**src/rtl/ps2_mouse_packet_rx.sv**
```systemverilog
// PS/2 mouse receive path: synchronise and glitch-filter PS2C/PS2D, deserialise 11-bit frames,
// and assemble 3-byte stream-mode packets into buttons, signed deltas and overflow flags.
module ps2_mouse_packet_rx #(
   parameter int unsigned FILTER_LEN     = 8,
   parameter int unsigned TIMEOUT_CYCLES = 50_000
) (
   input  logic       qzt_clk,
   input  logic       reset,
   input  logic       enable,
   input  logic       PS2C,
   input  logic       PS2D,
   output logic [7:0] byte_out,
   output logic       byte_valid,
   output logic       btn_l,
   output logic       btn_r,
   output logic       btn_m,
   output logic [8:0] dx,
   output logic [8:0] dy,
   output logic       x_ovf,
   output logic       y_ovf,
   output logic       pkt_valid,
   output logic       frame_err
);

   localparam int unsigned FW = $clog2(FILTER_LEN + 1);
   localparam int unsigned TW = $clog2(TIMEOUT_CYCLES + 1);

   typedef enum logic [1:0] {F_IDLE, F_DATA, F_PARITY, F_STOP} frame_state_e;

   logic [1:0]   ps2c_sync_q, ps2d_sync_q;
   logic         filt_clk_q, filt_clk_d;
   logic [FW-1:0] filt_cnt_q, filt_cnt_d;
   logic         fall;

   frame_state_e state_q, state_d;
   logic [2:0]   data_cnt_q, data_cnt_d;
   logic [7:0]   shreg_q, shreg_d;
   logic         par_q, par_d;
   logic [TW-1:0] to_cnt_q, to_cnt_d;
   logic [1:0]   byte_idx_q, byte_idx_d;
   logic [7:0]   byte0_q, byte0_d, byte1_q, byte1_d;

   logic [7:0]   byte_out_q, byte_out_d;
   logic         byte_valid_q, byte_valid_d;
   logic         pkt_valid_q, pkt_valid_d;
   logic         frame_err_q, frame_err_d;
   logic [2:0]   btn_q, btn_d;
   logic [8:0]   dx_q, dx_d, dy_q, dy_d;
   logic [1:0]   ovf_q, ovf_d;

   // Filtered clock flips only after FILTER_LEN consecutive samples disagree with it.
   always_comb begin
      filt_clk_d = filt_clk_q;
      filt_cnt_d = '0;
      if (ps2c_sync_q[1] != filt_clk_q) begin
         if (filt_cnt_q == FW'(FILTER_LEN - 1)) filt_clk_d = ps2c_sync_q[1];
         else                                    filt_cnt_d = filt_cnt_q + FW'(1);
      end
   end

   assign fall = filt_clk_q & ~filt_clk_d;

   always_comb begin
      state_d      = state_q;
      data_cnt_d   = data_cnt_q;
      shreg_d      = shreg_q;
      par_d        = par_q;
      to_cnt_d     = '0;
      byte_idx_d   = byte_idx_q;
      byte0_d      = byte0_q;
      byte1_d      = byte1_q;
      byte_out_d   = byte_out_q;
      byte_valid_d = 1'b0;
      pkt_valid_d  = 1'b0;
      frame_err_d  = 1'b0;
      btn_d        = btn_q;
      dx_d         = dx_q;
      dy_d         = dy_q;
      ovf_d        = ovf_q;

      if (!enable) begin
         state_d    = F_IDLE;
         data_cnt_d = '0;
         byte_idx_d = '0;
      end else if (fall) begin
         case (state_q)
            F_IDLE: begin
               if (!ps2d_sync_q[1]) begin
                  state_d    = F_DATA;
                  data_cnt_d = '0;
               end
            end
            F_DATA: begin
               shreg_d    = {ps2d_sync_q[1], shreg_q[7:1]};
               data_cnt_d = data_cnt_q + 3'd1;
               if (data_cnt_q == 3'd7) state_d = F_PARITY;
            end
            F_PARITY: begin
               par_d   = ps2d_sync_q[1];
               state_d = F_STOP;
            end
            default: begin
               state_d = F_IDLE;
               if (ps2d_sync_q[1] && (^{shreg_q, par_q})) begin
                  byte_out_d   = shreg_q;
                  byte_valid_d = 1'b1;
                  case (byte_idx_q)
                     2'd0: begin
                        if (shreg_q[3]) begin
                           byte0_d    = shreg_q;
                           byte_idx_d = 2'd1;
                        end
                     end
                     2'd1: begin
                        byte1_d    = shreg_q;
                        byte_idx_d = 2'd2;
                     end
                     default: begin
                        btn_d       = byte0_q[2:0];
                        dx_d        = {byte0_q[4], byte1_q};
                        dy_d        = {byte0_q[5], shreg_q};
                        ovf_d       = byte0_q[7:6];
                        pkt_valid_d = 1'b1;
                        byte_idx_d  = 2'd0;
                     end
                  endcase
               end else begin
                  frame_err_d = 1'b1;
                  byte_idx_d  = '0;
               end
            end
         endcase
      end else if (state_q != F_IDLE) begin
         // A fall in the terminal cycle takes the branch above, so it never times out.
         if (to_cnt_q == TW'(TIMEOUT_CYCLES - 1)) begin
            frame_err_d = 1'b1;
            state_d     = F_IDLE;
            data_cnt_d  = '0;
            byte_idx_d  = '0;
         end else begin
            to_cnt_d = to_cnt_q + TW'(1);
         end
      end
   end

   always_ff @(posedge qzt_clk) begin
      if (reset) begin
         ps2c_sync_q  <= '1;
         ps2d_sync_q  <= '1;
         filt_clk_q   <= 1'b1;
         filt_cnt_q   <= '0;
         state_q      <= F_IDLE;
         data_cnt_q   <= '0;
         shreg_q      <= '0;
         par_q        <= 1'b0;
         to_cnt_q     <= '0;
         byte_idx_q   <= '0;
         byte0_q      <= '0;
         byte1_q      <= '0;
         byte_out_q   <= '0;
         byte_valid_q <= 1'b0;
         pkt_valid_q  <= 1'b0;
         frame_err_q  <= 1'b0;
         btn_q        <= '0;
         dx_q         <= '0;
         dy_q         <= '0;
         ovf_q        <= '0;
      end else begin
         ps2c_sync_q  <= {ps2c_sync_q[0], PS2C};
         ps2d_sync_q  <= {ps2d_sync_q[0], PS2D};
         filt_clk_q   <= filt_clk_d;
         filt_cnt_q   <= filt_cnt_d;
         state_q      <= state_d;
         data_cnt_q   <= data_cnt_d;
         shreg_q      <= shreg_d;
         par_q        <= par_d;
         to_cnt_q     <= to_cnt_d;
         byte_idx_q   <= byte_idx_d;
         byte0_q      <= byte0_d;
         byte1_q      <= byte1_d;
         byte_out_q   <= byte_out_d;
         byte_valid_q <= byte_valid_d;
         pkt_valid_q  <= pkt_valid_d;
         frame_err_q  <= frame_err_d;
         btn_q        <= btn_d;
         dx_q         <= dx_d;
         dy_q         <= dy_d;
         ovf_q        <= ovf_d;
      end
   end

   assign byte_out   = byte_out_q;
   assign byte_valid = byte_valid_q;
   assign pkt_valid  = pkt_valid_q;
   assign frame_err  = frame_err_q;
   assign btn_l      = btn_q[0];
   assign btn_r      = btn_q[1];
   assign btn_m      = btn_q[2];
   assign dx         = dx_q;
   assign dy         = dy_q;
   assign x_ovf      = ovf_q[0];
   assign y_ovf      = ovf_q[1];

endmodule

```
**config.mk**
```make
export PLATFORM = sky130hd
export DESIGN_NAME = ps2_mouse_packet_rx
export DESIGN_NICKNAME = d
export VERILOG_FILES = /design/src/rtl/ps2_mouse_packet_rx.sv
export SDC_FILE = /design/constraint.sdc
export NUM_CORES = 1
export LEC_CHECK = 0
export BUFFER_PORTS_ARGS = -buffer_cell sky130_fd_sc_hd__buf_2
export CAP_MARGIN = 25
export CELL_PAD_IN_SITES_DETAIL_PLACEMENT = 1
export CELL_PAD_IN_SITES_GLOBAL_PLACEMENT = 2
export CORE_AREA = 5 5 105 107
export DETAILED_ROUTE_END_ITERATION = 12
export DIE_AREA = 0 0 110 112
export PLACE_DENSITY_LB_ADDON = 0.1
export SYNTH_ARGS = -nofsm -noshare
export SYNTH_HDL_FRONTEND = slang
export SYNTH_SLANG_ARGS = --single-unit
```
**constraint.sdc**
```tcl
create_clock -name qzt_clk -period 3.7 [get_ports qzt_clk]
set_input_delay 0.555 -clock qzt_clk [delete_from_list [all_inputs] [get_ports qzt_clk]]
set_output_delay 0.555 -clock qzt_clk [all_outputs]
set_load 0.02 [all_outputs]
```
# Word-level counts from Yosys, hierarchy flattened
# Index checks and enable logic that the tools add are counted.
# op_classes
add_sub_neg	3
n_eq_ne	12
muxes	25
bitwise_logic	9
n_reduce_logical	23
# ops
cell	count
two-way mux 2 bit	9
adder 16 x 1 -> 16 bit, second input constant	1
equality test 16 bit, second input constant	1
AND reduction 4 bit	4
two-way mux 3 bit	4
AND reduction 5 bit	2
two-way mux 1 bit	9
XOR reduction 9 bit	1
inverter 1 bit	8
OR reduction 7 bit	1
inequality test 3 bit, second input constant	2
case mux 2 bit (3 select lines)	1
case mux 3 bit (2 select lines)	1
AND reduction 3 bit	2
AND reduction 6 bit	1
nonzero test 2 bit	3
OR reduction 3 bit	2
OR reduction 6 bit	1
OR reduction 5 bit	1
adder 4 x 1 -> 4 bit, second input constant	1
equality test 2 x 1 -> 1 bit, second input constant	2
equality test 4 x 3 -> 1 bit, second input constant	1
logical NOT 2 bit	2
inequality test 4 bit, second input constant	1
other kinds (10)	11
# totals
regBits	91
elab_cells	92

# Logic depth before layout (Yosys ltp)
# Gate-level depths: netlist of run 1.
# depth
depth_word	7
depth_mapped	8

# Least setup slack after synthesis of run 1
# OpenSTA, ideal clock, no wires.
# synth_timing
kind	reg2reg
startpoint	register filt_cnt_q[0]
endpoint	register byte0_q[0]
setup_time_ns	0.072
arrival_time_ns	1.876
path_slack_ns	1.752
path_stages_with_launch	8
n_path_buf	1
synth_period_minus_slack_ns	1.948
path_cell_list	dfxtp_1 -> ha_1 -> nand3b_1 -> nor4_4 -> buf_2 -> nand3_1 -> o21ai_4 -> mux2i_1
# synth_between
elab_chain_cells	6
# synth_rtl
element	line	text
from (decl)	32	logic [FW-1:0] filt_cnt_q, filt_cnt_d;
from (signal assigned)	172	filt_cnt_q <= filt_cnt_d;
equality test 4 x 3 -> 1 bit	56	if (filt_cnt_q == FW'(FILTER_LEN - 1)) filt_clk_d = ps2c_sync_q[1];
two-way mux 1 bit	56	
two-way mux 1 bit	55	if (ps2c_sync_q[1] != filt_clk_q) begin
inverter 1 bit	61	assign fall = filt_clk_q & ~filt_clk_d;
bitwise AND 1 bit	61	
AND reduction 6 bit (no source line)	n/a	
to (signal assigned)	179	byte0_q <= byte0_d;
to (decl)	41	logic [7:0] byte0_q, byte0_d, byte1_q, byte1_d;
# Every way passes these cells.
# A chain may end at the register's enable or synchronous reset.

# Worst setup path in the final report of run 1
# layout_timing
startpoint	register filt_cnt_q[0]
endpoint	register btn_q[2]
# layout_between
elab_chain_cells	6
# layout_rtl
element	line	text
equality test 4 x 3 -> 1 bit	56	
two-way mux 1 bit	56	
two-way mux 1 bit	55	
inverter 1 bit	61	
bitwise AND 1 bit	61	
AND reduction 5 bit (no source line)	n/a	
to (signal assigned)	185	btn_q <= btn_d;
to (decl)	47	logic [2:0] btn_q, btn_d;
# Every way passes these cells.

==> results.ini, run 1 <==
[critical_path]
path_class=register to register
critPathArrivalTime_ps=2580
start_kind=register
max_stage_delay_ps=680
required_ps=3940
r2r_start=filt_cnt_q[0]
path_cells=ha_1 -> nand3b_1 -> nor4_4 -> nand3_1 -> o21a_1 -> buf_4 -> mux2i_1
critPathSlowestCell=nor4_4
end_kind=register
crit_fanout=23
startpoint=filt_cnt_q[0]

[detailed_routing]
drc_errors=0
drtAntennaViolNets=0
avgRoutedWirePerCell_um=14.3
vias=2736
wl_mm=8.07
drt_iter0_markers=120
drtPass1Iterations=4
viasPerCell=4.85

[clock_tree]
hold_buffers=0
clock_latency_ps=360
cts_resized=0
cts_buffer_depth=2
cts_tree=built
htreeDepth=3
post-cts-setup-buffers=0
clk_pin_slew_ps=90
cts.sinks=90
cts_buffers=9
root_buffer=clkbuf_8

[final_layout]
final_cell_mix=dfxtp_1 (90), mux2i_1 (48), nand2b_1 (47), buf_2 (38), nor2_1 (37)
nNetsFinal=436
fill_cells=1169
diodes=0
multiInputGateArea_um2=1940
area_growth_pct=12.9
regArea_um2=1800
final_common_cell=dfxtp_1
drive_gt1_share_pct=15.9
instances_no_fill=564
post-route-util_pct=43.5

[run_status]
status=finished clean

[global_route]
grt_pass1_wl_mm=14.0
grt_use_total_pct=14.3
grt_pass1_vias=2876
antenna_found_initial=0
gr-total-overflow=0
grt_max_degree=71

[power_and_ir_drop]
p_sw_mw=0.389
combPwrFrac_pct=1.5
p_sw_share_pct=21.9
power_per_cell_area_nw_per_um2=407
seqPwrFrac_pct=54.6
leakagePower_nw=1.87
pwr-share-clk_pct=43.9
vdd_drop_max_mv=0.210
internal_power_mw=1.39

[die]
die_y_um=112
core_um2=10000
ios=39
dieArea_um2=12300
rows=37
start_util_pct=38.6
die_x_um=110

[synth]
syn_nets=403
synth-seq-cells=90
synth_cells=390
yosysWarnings=0
syn_avg_cell_area_um2=9.93
ys_types=42
seq_area_frac_synth_pct=46.5
synth_area_um2=3870

[timing]
holdWs_ps=377
rsz0062_at_grt=false
max_freq_mhz=427
min_period_ps=2340
period_share_pct=63.3
tns_ps=0
finalHoldViolations=0
finalSetupViolCount=0
clock_skew_ps=15.7
relSlewSlack_pct=54.1
worst_pin_slew_ps=683
slew_violations=0

[job]
maxCapViolations=0

[placement]
io_buffer_count=38
hpwl_mm=5.70
place_congestion=0.737
place_inst=548

[min_path]
min-delay-start=PS2C
hold_path.class=input pin to register

[kinds of logic after synthesis]
| kind of cell | share of synthesized area (%) |
|---|---|
| buf+inv | 3.52 |
| simple gates | 23.1 |
| mux | 13.0 |
| flops | 46.5 |
| compound gates | 4.62 |
| fa+ha+maj | 2.58 |
| xor+xnor | 6.65 |
[worst paths after layout]
| check | slack (ps) | depth (start not counted) | endpoint |
|---|---|---|---|
| hold / removal | 380 | 2 | ps2c_sync_q[0] |
| setup / recovery | 1360 | 7 | btn_q[2] |
| setup reg to reg | 1360 | 7 | btn_q[2] |
| hold reg to reg | 420 | 1 | ps2d_sync_q[1] |
[worst max-delay path: cells and delay by family (launching register included)]
family	cells	cell delay, ps
multiplexers	1	170
flip-flops	1	360
adder cells (fa/ha/maj)	1	210
AO/OA/AOI/OAI	1	190
buffers and inverters	1	250
AND/OR/NAND/NOR	3	1030
[power groups by stage]
stage          logic, mW  clock network (mW)  registers [mW]
6_report          0.0269               0.781           0.972
5_1_grt           0.0304               0.854           0.973
4_1_cts           0.0278               0.810           0.973
3_5_place_dp      0.0279                   0           0.995
3_3_place_gp      0.0279                   0           0.995
2_1_floorplan     0.0219                   0           0.994
[layout make-up]
class / count / share of cell area [%]
Clock buffer: 10 / 3.15
Clock inverter: 6 / 2.23
Inverter: 5 / 0.429
Multi-Input combinational cell: 276 / 44.3
Sequential cell: 90 / 41.2
Tap cell: 136 / 3.89
Timing Repair Buffer: 41 / 4.86
[state kept, by name (all words and copies together), names as in the netlist, 2 cells and up]
| signal | cells |
|---|---|
| btn_q | 3 |
| byte0_q | 7 |
| byte1_q | 8 |
| byte_idx_q | 2 |
| byte_out | 8 |
| data_cnt_q | 3 |
| dx | 9 |
| dy | 9 |
| filt_cnt_q | 4 |
| ovf_q | 2 |
| ps2c_sync_q | 2 |
| ps2d_sync_q | 2 |
| shreg_q | 8 |
| state_q | 2 |
| to_cnt_q | 16 |
[cells in the mapped netlist, drive strengths merged]
cell	n	area share, %
dfxtp	90	47
mux2i	48	12
nand2b	47	7.6
nor2	37	3.6
nand3	25	3.2
xnor2	16	4.0
clkbuf	13	1.3
nand2	12	1.2
a21oi	11	1.4
o21ai	10	1.6
xor2	9	2.0
ha	8	2.6
nand4	8	1.3
buf	6	1.8
and3	5	0.81
inv	5	0.48
nor2b	5	0.81
nor3	4	0.52
or2	4	0.65
nor4	3	0.87
or3	3	0.48
a22oi	2	0.39
and4	2	0.45
mux2	2	0.58
nand3b	2	0.39
nor3b	2	0.39
o21a	2	0.39
a21o	1	0.19
and3b	1	0.23
nor4b	1	0.23
nor4bb	1	0.26
o211ai	1	0.19
o31a	1	0.23
o32ai	1	0.23
or2b	1	0.19
xnor3	1	0.61
[stage by stage]
stage	power, mW	instance area (um^2)	setup slack [ps]
floorplan	1.02	3870	1750
global placement	1.02	4140	1420
detailed placement	1.02	4140	1340
CTS	1.81	4370	1330
global route	1.86	4370	1090
finish	1.78	4370	1360
[per-layer routing]
| layer | track usage, % | wire length (um) |
|---|---|---|
| met2 | 21.8 | 3670 |
| met4 | 3.49 | 80 |
| met1 | 19.7 | 4020 |
| met5 | 0 | 0 |
| met3 | 4.17 | 302 |
Power figures use the tool's default switching activity.
==> run 2, diff against run 1 <==
--- a/config.mk
+++ b/config.mk
@@ -9,9 +9,9 @@
 export CAP_MARGIN = 25
 export CELL_PAD_IN_SITES_DETAIL_PLACEMENT = 1
 export CELL_PAD_IN_SITES_GLOBAL_PLACEMENT = 2
-export CORE_AREA = 5 5 105 107
+export CORE_AREA = 5 5 113 115
 export DETAILED_ROUTE_END_ITERATION = 12
-export DIE_AREA = 0 0 110 112
+export DIE_AREA = 0 0 118 120
 export PLACE_DENSITY_LB_ADDON = 0.1
 export SYNTH_ARGS = -nofsm -noshare
 export SYNTH_HDL_FRONTEND = slang
==> constraint.sdc (replaced) <==
create_clock -name qzt_clk -period 2.1 [get_ports qzt_clk]
set_input_delay 0.315 -clock qzt_clk [delete_from_list [all_inputs] [get_ports qzt_clk]]
set_output_delay 0.315 -clock qzt_clk [all_outputs]
set_load 0.02 [all_outputs]
==> results.ini, run 2 (synthesis results as in run 1) <==
[critical_path]
path_cells=xor2_1 -> xnor3_2 -> nand4_1 -> o21a_1 -> clkbuf_16 -> mux2i_1
r2r_start=shreg_q[6]
r2r_cells=6
endpoint=ovf_q[1]
end_kind=register
crit_fanout=11
r2r-end=ovf_q[1]
path_class=register to register
critPathSlowestCell=xnor3_2
critPathArrivalTime_ps=2260
path_depth=6
max_stage_delay_ps=510
cp_top_family=XOR/XNOR gates
required_ps=2370
critPathBufInv=1
start_kind=register
startpoint=shreg_q[6]
ff2ff_setup_slack_ps=110

[placement]
io_buffer_count=38
place_area_um2=4300
place_congestion=0.695
dp_slack_ps=-5.41
hpwl_mm=6.22
place_inst=574

[detailed_routing]
drc_errors=0
drtAntennaViolNets=0
avgRoutedWirePerCell_um=15.1
wl_mm=8.99
drt_iter0_markers=81
viasPerCell=4.80
drtPass1Iterations=4
vias=2861

[power_and_ir_drop]
p_sw_share_pct=19.9
internal_power_mw=2.85
leakagePower_nw=2.05
combPwrFrac_pct=1.6
vdd_drop_max_mv=0.382
power_per_cell_area_nw_per_um2=749
pwr-share-clk_pct=50.2
seqPwrFrac_pct=48.2
p_sw_mw=0.709

[die]
die_x_um=118
rows=40
die_y_um=120
ios=39
start_util_pct=33.1
dieArea_um2=14200
core_um2=11700

[final_layout]
largest_register_ffs=16
drive_gt1_share_pct=20.9
largest-register=to_cnt_q
final_common_cell=dfxtp_1
multiInputGateArea_um2=1970
area_growth_pct=22.4
nNetsFinal=457
regArea_um2=1800
final_cell_mix=dfxtp_1 (88), mux2i_1 (48), nand2b_1 (47), buf_2 (38), nor2_1 (37)
diodes=0
post-route-util_pct=40.5
fill_cells=1367
instances_no_fill=596
design_area_um2=4740

[timing]
worst_pin_slew_ps=459
finalHoldViolations=0
period_share_pct=94.9
fin_ws_ps=107
min_period_ps=1990
rsz0062_at_grt=true
max_freq_mhz=502
tns_ps=0
slew_violations=0
relSlewSlack_pct=69.2
clock_skew_ps=4.52
finalSetupViolCount=0

[clock_tree]
htreeDepth=3
clk_pin_slew_ps=60
clock_latency_ps=340
cts_buffer_depth=2
cts.sinks=90
cts_tree=built
cts_buffers=9
root_buffer=clkbuf_16

[job]
maxCapViolations=0

[global_route]
busiest_layer=met2
gr-total-overflow=0
grt_use_met3_pct=2.97
grt_pass1_vias=2972
grt_use_met1_pct=17.5
grt_pass1_wl_mm=15.0
antenna_found_initial=0
grt_max_degree=59
gr-usage-met2_pct=19.7
grt_use_total_pct=13.1

[min_path]
hold_path.class=input pin to register

[run_status]
status=finished clean

-- run 2: final cells by class --
class | count | area share (%)
Multi-Input combinational cell | 276 | 41.5
Clock buffer | 12 | 5.41
Inverter | 5 | 0.396
Tap cell | 147 | 3.88
Clock inverter | 4 | 1.56
Sequential cell | 90 | 38.0
Timing Repair Buffer | 62 | 9.23
-- run 2: how the worst min path moves through the flow --
stage	from	end	slack [ps]	depth (start not counted)
5_1_grt	PS2D	ps2d_sync_q[0]	140	2
2_1_floorplan	ps2c_sync_q[0]	ps2c_sync_q[1]	390	1
6_report	PS2D	ps2d_sync_q[0]	150	2
4_1_cts	PS2D	ps2d_sync_q[0]	140	2
3_3_place_gp	ps2c_sync_q[0]	ps2c_sync_q[1]	390	1
3_5_place_dp	ps2c_sync_q[0]	ps2c_sync_q[1]	400	1
-- run 2: what timing repair did --
action | in CTS | in global routing
gates resized for setup | 2 | 5
hold endpoints to repair | 0 | 0
buffers inserted | 0 | 5
hold buffers | 0 | 0
pin swaps | 1 | 2
gates cloned | 0 | 1
setup endpoints to repair | 11 | 35
-- run 2: power groups by stage --
stage	combinational (mW)	sequential, mW	clock (mW)
6_report	0.0571	1.71	1.78
5_1_grt	0.0637	1.71	1.91
4_1_cts	0.0576	1.71	1.85
3_5_place_dp	0.0574	1.75	0
3_3_place_gp	0.0569	1.75	0
2_1_floorplan	0.0386	1.75	0
-- run 2: routing by layer --
metal	routed length (um)	vias to the layer above
li1	-	1440
met1	4530	1374
met2	4020	32
met3	252	15
met4	193	0
met5	0	-
-- run 2: through the flow --
step	hold slack, ps	total power [mW]
after global placement	395	1.81
final	151	3.55
after global routing	142	3.69
after CTS	136	3.62
after floorplan	389	1.79
after detailed placement	398	1.81
